$ cat src/rtl/saxi_resp_gather_4to1.sv
// AXI-lite control return path: broadcasts AR to four SLR slaves and gathers their R/B responses.
// Optional SAXI_RESP_GATHER_REG_OUT_EN adds a 2-entry registered skid on the upstream R and B outputs.
module saxi_resp_gather_fifo #(
    parameter int W     = 34,
    parameter int DEPTH = 2
) (
    input  logic         clk_i,
    input  logic         rst_ni,
    input  logic         push_i,
    input  logic [W-1:0] data_i,
    input  logic         pop_i,
    output logic         full_o,
    output logic         empty_o,
    output logic [W-1:0] data_o
);
    localparam int PW = $clog2(DEPTH);

    logic [DEPTH-1:0][W-1:0] mem_q;
    logic [PW-1:0]           wr_q, rd_q;
    logic [PW:0]             cnt_q;

    always_ff @(posedge clk_i or negedge rst_ni) begin
        if (!rst_ni) begin
            mem_q <= '0;
            wr_q  <= '0;
            rd_q  <= '0;
            cnt_q <= '0;
        end else begin
            if (push_i) begin
                mem_q[wr_q] <= data_i;
                wr_q        <= wr_q + 1'b1;
            end
            if (pop_i) rd_q <= rd_q + 1'b1;
            case ({push_i, pop_i})
                2'b10:   cnt_q <= cnt_q + 1'b1;
                2'b01:   cnt_q <= cnt_q - 1'b1;
                default: cnt_q <= cnt_q;
            endcase
        end
    end

    assign full_o  = (cnt_q == (PW+1)'(DEPTH));
    assign empty_o = (cnt_q == '0);
    assign data_o  = mem_q[rd_q];
endmodule

module saxi_resp_gather_4to1 #(
    parameter int C_S_AXI_CONTROL_DATA_WIDTH = 32,
    parameter int C_S_AXI_CONTROL_ADDR_WIDTH = 9,
    parameter int FIFO_DEPTH                 = 2
) (
    input  logic                                  ap_clk,
    input  logic                                  ap_rst_n,
    input  logic                                  s_axi_control_ARVALID,
    output logic                                  s_axi_control_ARREADY,
    input  logic [C_S_AXI_CONTROL_ADDR_WIDTH-1:0] s_axi_control_ARADDR,
    output logic                                  s_axi_control_RVALID,
    input  logic                                  s_axi_control_RREADY,
    output logic [C_S_AXI_CONTROL_DATA_WIDTH-1:0] s_axi_control_RDATA,
    output logic [1:0]                            s_axi_control_RRESP,
    output logic                                  s_axi_control_BVALID,
    input  logic                                  s_axi_control_BREADY,
    output logic [1:0]                            s_axi_control_BRESP,
    output logic                                  s_axi_control_ARVALID_slr_0,
    input  logic                                  s_axi_control_ARREADY_slr_0,
    output logic [C_S_AXI_CONTROL_ADDR_WIDTH-1:0] s_axi_control_ARADDR_slr_0,
    input  logic                                  s_axi_control_RVALID_slr_0,
    output logic                                  s_axi_control_RREADY_slr_0,
    input  logic [C_S_AXI_CONTROL_DATA_WIDTH-1:0] s_axi_control_RDATA_slr_0,
    input  logic [1:0]                            s_axi_control_RRESP_slr_0,
    input  logic                                  s_axi_control_BVALID_slr_0,
    output logic                                  s_axi_control_BREADY_slr_0,
    input  logic [1:0]                            s_axi_control_BRESP_slr_0,
    output logic                                  s_axi_control_ARVALID_slr_1,
    input  logic                                  s_axi_control_ARREADY_slr_1,
    output logic [C_S_AXI_CONTROL_ADDR_WIDTH-1:0] s_axi_control_ARADDR_slr_1,
    input  logic                                  s_axi_control_RVALID_slr_1,
    output logic                                  s_axi_control_RREADY_slr_1,
    input  logic [C_S_AXI_CONTROL_DATA_WIDTH-1:0] s_axi_control_RDATA_slr_1,
    input  logic [1:0]                            s_axi_control_RRESP_slr_1,
    input  logic                                  s_axi_control_BVALID_slr_1,
    output logic                                  s_axi_control_BREADY_slr_1,
    input  logic [1:0]                            s_axi_control_BRESP_slr_1,
    output logic                                  s_axi_control_ARVALID_slr_2,
    input  logic                                  s_axi_control_ARREADY_slr_2,
    output logic [C_S_AXI_CONTROL_ADDR_WIDTH-1:0] s_axi_control_ARADDR_slr_2,
    input  logic                                  s_axi_control_RVALID_slr_2,
    output logic                                  s_axi_control_RREADY_slr_2,
    input  logic [C_S_AXI_CONTROL_DATA_WIDTH-1:0] s_axi_control_RDATA_slr_2,
    input  logic [1:0]                            s_axi_control_RRESP_slr_2,
    input  logic                                  s_axi_control_BVALID_slr_2,
    output logic                                  s_axi_control_BREADY_slr_2,
    input  logic [1:0]                            s_axi_control_BRESP_slr_2,
    output logic                                  s_axi_control_ARVALID_slr_3,
    input  logic                                  s_axi_control_ARREADY_slr_3,
    output logic [C_S_AXI_CONTROL_ADDR_WIDTH-1:0] s_axi_control_ARADDR_slr_3,
    input  logic                                  s_axi_control_RVALID_slr_3,
    output logic                                  s_axi_control_RREADY_slr_3,
    input  logic [C_S_AXI_CONTROL_DATA_WIDTH-1:0] s_axi_control_RDATA_slr_3,
    input  logic [1:0]                            s_axi_control_RRESP_slr_3,
    input  logic                                  s_axi_control_BVALID_slr_3,
    output logic                                  s_axi_control_BREADY_slr_3,
    input  logic [1:0]                            s_axi_control_BRESP_slr_3
);
    localparam int DW = C_S_AXI_CONTROL_DATA_WIDTH;

    logic [3:0]            ar_vld_s, ar_rdy_s, ar_done_q, ar_done_d;
    logic                  ar_hs;
    logic [3:0]            r_vld_s, r_rdy_s, r_push, r_full, r_empty;
    logic [3:0]            b_vld_s, b_rdy_s, b_push, b_full, b_empty;
    logic [3:0][DW-1:0]    r_data_s;
    logic [3:0][1:0]       r_resp_s, b_resp_s;
    logic [3:0][DW+1:0]    r_head;
    logic [3:0][1:0]       b_head;
    logic                  r_pop, b_pop, m_rvalid, m_bvalid;
    logic [DW-1:0]         m_rdata, up_rdata;
    logic [1:0]            m_rresp, m_bresp, up_rresp, up_bresp;
    logic                  up_rvalid, up_bvalid;

    assign ar_rdy_s = {s_axi_control_ARREADY_slr_3, s_axi_control_ARREADY_slr_2,
                       s_axi_control_ARREADY_slr_1, s_axi_control_ARREADY_slr_0};
    assign r_vld_s  = {s_axi_control_RVALID_slr_3, s_axi_control_RVALID_slr_2,
                       s_axi_control_RVALID_slr_1, s_axi_control_RVALID_slr_0};
    assign r_data_s = {s_axi_control_RDATA_slr_3, s_axi_control_RDATA_slr_2,
                       s_axi_control_RDATA_slr_1, s_axi_control_RDATA_slr_0};
    assign r_resp_s = {s_axi_control_RRESP_slr_3, s_axi_control_RRESP_slr_2,
                       s_axi_control_RRESP_slr_1, s_axi_control_RRESP_slr_0};
    assign b_vld_s  = {s_axi_control_BVALID_slr_3, s_axi_control_BVALID_slr_2,
                       s_axi_control_BVALID_slr_1, s_axi_control_BVALID_slr_0};
    assign b_resp_s = {s_axi_control_BRESP_slr_3, s_axi_control_BRESP_slr_2,
                       s_axi_control_BRESP_slr_1, s_axi_control_BRESP_slr_0};

    // Sticky per-slave acceptance: each slave sees one AR, upstream completes once all have taken it.
    assign ar_vld_s              = {4{s_axi_control_ARVALID & ap_rst_n}} & ~ar_done_q;
    assign s_axi_control_ARREADY = ap_rst_n & (&(ar_done_q | ar_rdy_s));
    assign ar_hs                 = s_axi_control_ARVALID & s_axi_control_ARREADY;
    assign ar_done_d             = ar_hs ? 4'b0 : (ar_done_q | (ar_vld_s & ar_rdy_s));

    always_ff @(posedge ap_clk or negedge ap_rst_n) begin
        if (!ap_rst_n) ar_done_q <= '0;
        else           ar_done_q <= ar_done_d;
    end

    assign {s_axi_control_ARVALID_slr_3, s_axi_control_ARVALID_slr_2,
            s_axi_control_ARVALID_slr_1, s_axi_control_ARVALID_slr_0} = ar_vld_s;
    assign s_axi_control_ARADDR_slr_0 = s_axi_control_ARADDR;
    assign s_axi_control_ARADDR_slr_1 = s_axi_control_ARADDR;
    assign s_axi_control_ARADDR_slr_2 = s_axi_control_ARADDR;
    assign s_axi_control_ARADDR_slr_3 = s_axi_control_ARADDR;

    for (genvar k = 0; k < 4; k++) begin : g_slr
        assign r_rdy_s[k] = ap_rst_n & (~r_full[k] | r_pop);
        assign r_push[k]  = r_vld_s[k] & r_rdy_s[k];
        assign b_rdy_s[k] = ap_rst_n & (~b_full[k] | b_pop);
        assign b_push[k]  = b_vld_s[k] & b_rdy_s[k];

        saxi_resp_gather_fifo #(.W(DW+2), .DEPTH(FIFO_DEPTH)) u_rfifo (
            .clk_i(ap_clk), .rst_ni(ap_rst_n), .push_i(r_push[k]),
            .data_i({r_data_s[k], r_resp_s[k]}), .pop_i(r_pop),
            .full_o(r_full[k]), .empty_o(r_empty[k]), .data_o(r_head[k]));
        saxi_resp_gather_fifo #(.W(2), .DEPTH(FIFO_DEPTH)) u_bfifo (
            .clk_i(ap_clk), .rst_ni(ap_rst_n), .push_i(b_push[k]),
            .data_i(b_resp_s[k]), .pop_i(b_pop),
            .full_o(b_full[k]), .empty_o(b_empty[k]), .data_o(b_head[k]));
    end

    assign {s_axi_control_RREADY_slr_3, s_axi_control_RREADY_slr_2,
            s_axi_control_RREADY_slr_1, s_axi_control_RREADY_slr_0} = r_rdy_s;
    assign {s_axi_control_BREADY_slr_3, s_axi_control_BREADY_slr_2,
            s_axi_control_BREADY_slr_1, s_axi_control_BREADY_slr_0} = b_rdy_s;

    // Response codes are ordered by severity, so the worst case is the numeric max.
    always_comb begin
        m_rdata = '0;
        m_rresp = '0;
        m_bresp = '0;
        for (int k = 0; k < 4; k++) begin
            m_rdata = m_rdata | r_head[k][DW+1:2];
            if (r_head[k][1:0] > m_rresp) m_rresp = r_head[k][1:0];
            if (b_head[k] > m_bresp)      m_bresp = b_head[k];
        end
    end

    assign m_rvalid = ~|r_empty;
    assign m_bvalid = ~|b_empty;

`ifdef SAXI_RESP_GATHER_REG_OUT_EN
    logic rskid_full, rskid_empty, bskid_full, bskid_empty;

    assign r_pop = m_rvalid & ~rskid_full;
    assign b_pop = m_bvalid & ~bskid_full;

    saxi_resp_gather_fifo #(.W(DW+2), .DEPTH(2)) u_rskid (
        .clk_i(ap_clk), .rst_ni(ap_rst_n), .push_i(r_pop),
        .data_i({m_rdata, m_rresp}), .pop_i(up_rvalid & s_axi_control_RREADY),
        .full_o(rskid_full), .empty_o(rskid_empty), .data_o({up_rdata, up_rresp}));
    saxi_resp_gather_fifo #(.W(2), .DEPTH(2)) u_bskid (
        .clk_i(ap_clk), .rst_ni(ap_rst_n), .push_i(b_pop),
        .data_i(m_bresp), .pop_i(up_bvalid & s_axi_control_BREADY),
        .full_o(bskid_full), .empty_o(bskid_empty), .data_o(up_bresp));

    assign up_rvalid = ~rskid_empty;
    assign up_bvalid = ~bskid_empty;
`else
    assign r_pop     = m_rvalid & s_axi_control_RREADY;
    assign b_pop     = m_bvalid & s_axi_control_BREADY;
    assign up_rvalid = m_rvalid;
    assign up_bvalid = m_bvalid;
    assign up_rdata  = m_rdata;
    assign up_rresp  = m_rresp;
    assign up_bresp  = m_bresp;
`endif

    // Payload is forced to zero whenever no response is being presented.
    assign s_axi_control_RVALID = up_rvalid;
    assign s_axi_control_RDATA  = up_rvalid ? up_rdata : '0;
    assign s_axi_control_RRESP  = up_rvalid ? up_rresp : 2'b0;
    assign s_axi_control_BVALID = up_bvalid;
    assign s_axi_control_BRESP  = up_bvalid ? up_bresp : 2'b0;
endmodule

$ cat config.mk
export PLATFORM = sky130hd
export DESIGN_NAME = saxi_resp_gather_4to1
export DESIGN_NICKNAME = d
export VERILOG_FILES = /design/src/rtl/saxi_resp_gather_4to1.sv
export SDC_FILE = /design/constraint.sdc
export NUM_CORES = 1
export LEC_CHECK = 0
export ABC_CLOCK_PERIOD_IN_PS = 3400
export CAP_MARGIN = 5
export CORE_ASPECT_RATIO = 0.75
export CORE_MARGIN = 2
export CORE_UTILIZATION = 45
export CTS_CLUSTER_SIZE = 10
export DETAILED_ROUTE_END_ITERATION = 10
export PLACE_DENSITY = 0.79
export SLEW_MARGIN = 10
export SYNTH_ARGS = -nofsm -noshare
export SYNTH_HDL_FRONTEND = slang
export SYNTH_HIERARCHICAL = 1
export SYNTH_SLANG_ARGS = --single-unit
$ cat constraint.sdc
create_clock -name ap_clk -period 3.4 [get_ports ap_clk]
set_input_delay 0.51 -clock ap_clk [delete_from_list [all_inputs] [get_ports ap_clk]]
set_output_delay 0.51 -clock ap_clk [all_outputs]
set_load 0.1 [all_outputs]
==> flow_metrics.env <==
export IMPL_routed_via_density=5.24
export IMPL_gp_congestion=0.805
export IMPL_routed_wl_um=38000
export IMPL_synth_edff_count=0
export IMPL_maxUsedRoutingLayer="met4"
export IMPL_core_area_mm2=0.0336
export IMPL_grt_pass1_wl_um=59000
export IMPL_crit_fanout=3
export IMPL_final_min_clock_period_ns=4.31
export IMPL_path_clk_slew_ns=0.05
export IMPL_met2_length_um=17900
export IMPL_start_util_pct=45.9
export IMPL_drc=0
export IMPL_r2r_end="g_slr[0].u_rfifo/mem_q[9]"
export IMPL_fp_row_count=58
export IMPL_outcome="complete, but fails checks"
export IMPL_dr_wl_met3_um=1940
export IMPL_rsz0062_at_grt="yes"
export IMPL_worst_pin_slew_ns=0.896
export IMPL_worstSetupPathType="reg -> out"
export IMPL_die_height_um=164
export IMPL_num_fill_cells=2723
export IMPL_ys_flop_type="dfrtp_1"
export IMPL_crit_path_end_kind="primary output"
export IMPL_whs_ns=0.106
export IMPL_cts_buffer_depth=3
export IMPL_drt_pass1_iter_count=4
export IMPL_grt_max_degree=133
export IMPL_fin_cells=1785
export IMPL_syn_num_nets=1303
export IMPL_r2r_slack_ns=0.47
export IMPL_h_tree_depth=2
export IMPL_numCtsBuffers=38
export IMPL_setup_slack_ns=-0.908
export IMPL_fmax_mhz=232
export IMPL_reg2reg_depth=10
export IMPL_relSlewSlack_pct=40.3
export IMPL_slowest_delay_ns=0.42
export IMPL_die_w_um=218
export IMPL_cts_tree="done"
export IMPL_dpl_hpwl_um=24700
export IMPL_grt_pass1_vias=10500
export IMPL_final_nets=1518
export IMPL_critPathRequiredTime_ns=2.89
export IMPL_synthCells=1107
export IMPL_area_growth_synth_to_final_pct=25.2
export IMPL_hold_buffers=0
export IMPL_regToRegStartpoint="g_slr[1].u_rfifo/cnt_q[0]"
export IMPL_insertion_delay_ns=0.52
export IMPL_wire_per_inst_um=21.3
export IMPL_worstSetupStartpointType="register"
export IMPL_postRouteAntennaNets=0
export IMPL_finalSetupTns_ns=-1.68
export IMPL_crit_path_top_delay_cell="dfrtp_1"
export IMPL_grt_usage_pct=21.7
export IMPL_async_reset_ff_share_pct=100
export IMPL_layout_area_seq_mm2=0.00811
export IMPL_finalSetupViolations=2
export IMPL_dieArea_mm2=0.0357
export IMPL_violations="negative setup slack"
export IMPL_drive_gt1_share_pct=46.7
export IMPL_synth_area_mm2=0.0154
export IMPL_clkSinkCount=324
export IMPL_min_period_over_period_pct=127
export IMPL_io_pins=257
export IMPL_wl_met1_um=17300
export IMPL_portBuffers=211
export IMPL_yosys_warnings=6
export IMPL_placedCellCount=1728
export IMPL_postSynthAreaPerCell_um2=13.9
export IMPL_seq_area_frac_synth_pct=52.6
export IMPL_multiInputGateArea_mm2=0.00681
export IMPL_holdCritPathClass="in -> async"
export IMPL_fin_skew_ns=0.0113
export IMPL_maxCapViolations=0
export IMPL_finalHoldViolCount=0
export IMPL_vias=9351
export IMPL_cts_root_buf="clkbuf_16"
export IMPL_grt_ovfl_total=0
export IMPL_slew_violations=0
export IMPL_worstPathArrival_ns=3.80
export IMPL_first_iter_violations=456
export IMPL_synth_cell_types=44
export IMPL_worstPathCellList="mux2_4 > inv_4 > ha_4 > nand2b_4 > a21boi_2 > or3_1 > ha_1 > nand2b_1 > and2_4 > o41ai_4 > inv_1 > ha_1 > inv_1 > o22ai_2 > o21ai_2 > a21oi_4 > buf_12"
export IMPL_antenna_found_initial=3
export IMPL_ys_ff_latch=324
worst max path at each step:
stage | from | end | slack (ns) | depth (start not counted)
6_report | g_slr[0].u_bfifo/rd_q | s_axi_control_BRESP[0] | -0.91 | 17
5_1_grt | g_slr[1].u_bfifo/rd_q | s_axi_control_BRESP[0] | -1.10 | 17
4_1_cts | g_slr[0].u_bfifo/rd_q | s_axi_control_BRESP[0] | -0.96 | 17
3_5_place_dp | g_slr[0].u_bfifo/rd_q | s_axi_control_BRESP[0] | -0.38 | 17
3_3_place_gp | g_slr[0].u_bfifo/rd_q | s_axi_control_BRESP[0] | -0.32 | 17
2_1_floorplan | g_slr[1].u_bfifo/rd_q | s_axi_control_BRESP[0] | -0.65 | 16
cell families (layout without fill, tap and decap cells):
family	Yosys count	count (layout)	synth area share [%]
AO/OA/AOI/OAI	30	30	1.32
XOR/XNOR	40	40	2.27
adder cells (fa/ha/maj)	26	26	2.11
buffers and inverters	111	334	5.16
flip-flops	324	324	52.6
multiplexers	432	432	31.6
other	0	5	0
AND/OR/NAND/NOR	144	144	4.93
cells in the mapped netlist, types with 5 or more instances:
| cell | instances | area share, % |
|---|---|---|
| mux2_2 | 416 | 30 |
| dfrtp_1 | 324 | 53 |
| nor2_1 | 65 | 1.6 |
| buf_4 | 36 | 1.8 |
| nor4_1 | 32 | 1.3 |
| ha_1 | 26 | 2.1 |
| inv_1 | 25 | 0.61 |
| xor2_1 | 24 | 1.4 |
| buf_2 | 16 | 0.52 |
| mux2_1 | 16 | 1.2 |
| xnor2_1 | 16 | 0.91 |
| buf_6 | 13 | 0.95 |
| clkbuf_8 | 12 | 1.1 |
| and2_1 | 9 | 0.37 |
| nand2_1 | 8 | 0.19 |
| a21oi_1 | 5 | 0.16 |
| a31oi_1 | 5 | 0.20 |
| nor2b_1 | 5 | 0.20 |
| o22ai_1 | 5 | 0.20 |
layer usage:
| metal | GRT usage, % | vias up |
|---|---|---|
| met2 | 35.5 | 232 |
| met4 | 6.54 | 0 |
| met1 | 29.3 | 4776 |
| met3 | 4.17 | 59 |
| met5 | 0 | - |
| li1 | - | 4284 |
sequential cells by signal, indices dropped and copies added, names as in the netlist:
register	count
g_slr.u_rfifo/mem_q	272
g_slr.u_bfifo/mem_q	16
g_slr.u_bfifo/cnt_q	8
g_slr.u_rfifo/cnt_q	8
ar_done_q	4
g_slr.u_bfifo/rd_q	4
g_slr.u_bfifo/wr_q	4
g_slr.u_rfifo/rd_q	4
g_slr.u_rfifo/wr_q	4
repair_timing:
action / 4_1_cts / 5_1_grt
pin swaps: 11 / 9
gates resized for setup: 17 / 3
setup endpoints to repair: 2 / 2
setup buffers: 2 / 2
per-stage QoR:
stage               area, um^2  util [%]  setup WS (ns)
detailed placement       18100      53.8         -0.381
finish                   19300      57.4         -0.908
floorplan                15600         -         -0.652
CTS                      19300      57.3         -0.962
global route             19300      57.4          -1.10
global placement         18100      53.8         -0.320
layout by cell type, fill, tap and decap left out, drive strengths merged, types with 2 or more instances in the layout:
cell type,synthesis,layout
nor2,69,69
inv,30,30
dfrtp,324,324
clkbuf,15,48
a31oi,5,5
nand2b,4,4
diode,0,5
nand2,13,13
and2b,4,4
clkdlybuf4s50,0,159
nor2b,5,5
nor4,33,33
nor3,3,3
o22ai,5,5
buf,65,96
o21ai,2,2
xnor2,16,16
o21bai,2,2
a21oi,9,9
ha,26,26
xor2,24,24
and2,9,9
mux2,432,432
area by class of cell:
class / count / share of cell area [%]
Sequential cell: 324 / 42.0
Multi-Input combinational cell: 672 / 35.3
Timing Repair Buffer: 255 / 13.5
Clock buffer: 48 / 5.51
Tap cell: 450 / 2.92
Inverter: 31 / 0.681
Antenna cell: 5 / 0.0648
worst max-delay path, delay by kind of cell, from the launching register on:
kind / cells / cell delay (ns)
and+or+nand+nor: 4 / 0.74
AOI/OAI and AO/OA: 5 / 0.71
adders and majority gates: 3 / 0.70
DFF: 1 / 0.42
buffers and inverters: 4 / 0.39
muxes: 1 / 0.33
Power is not shown: default switching activity piles up to over one toggle a cycle in this logic, so the estimate is an artifact.
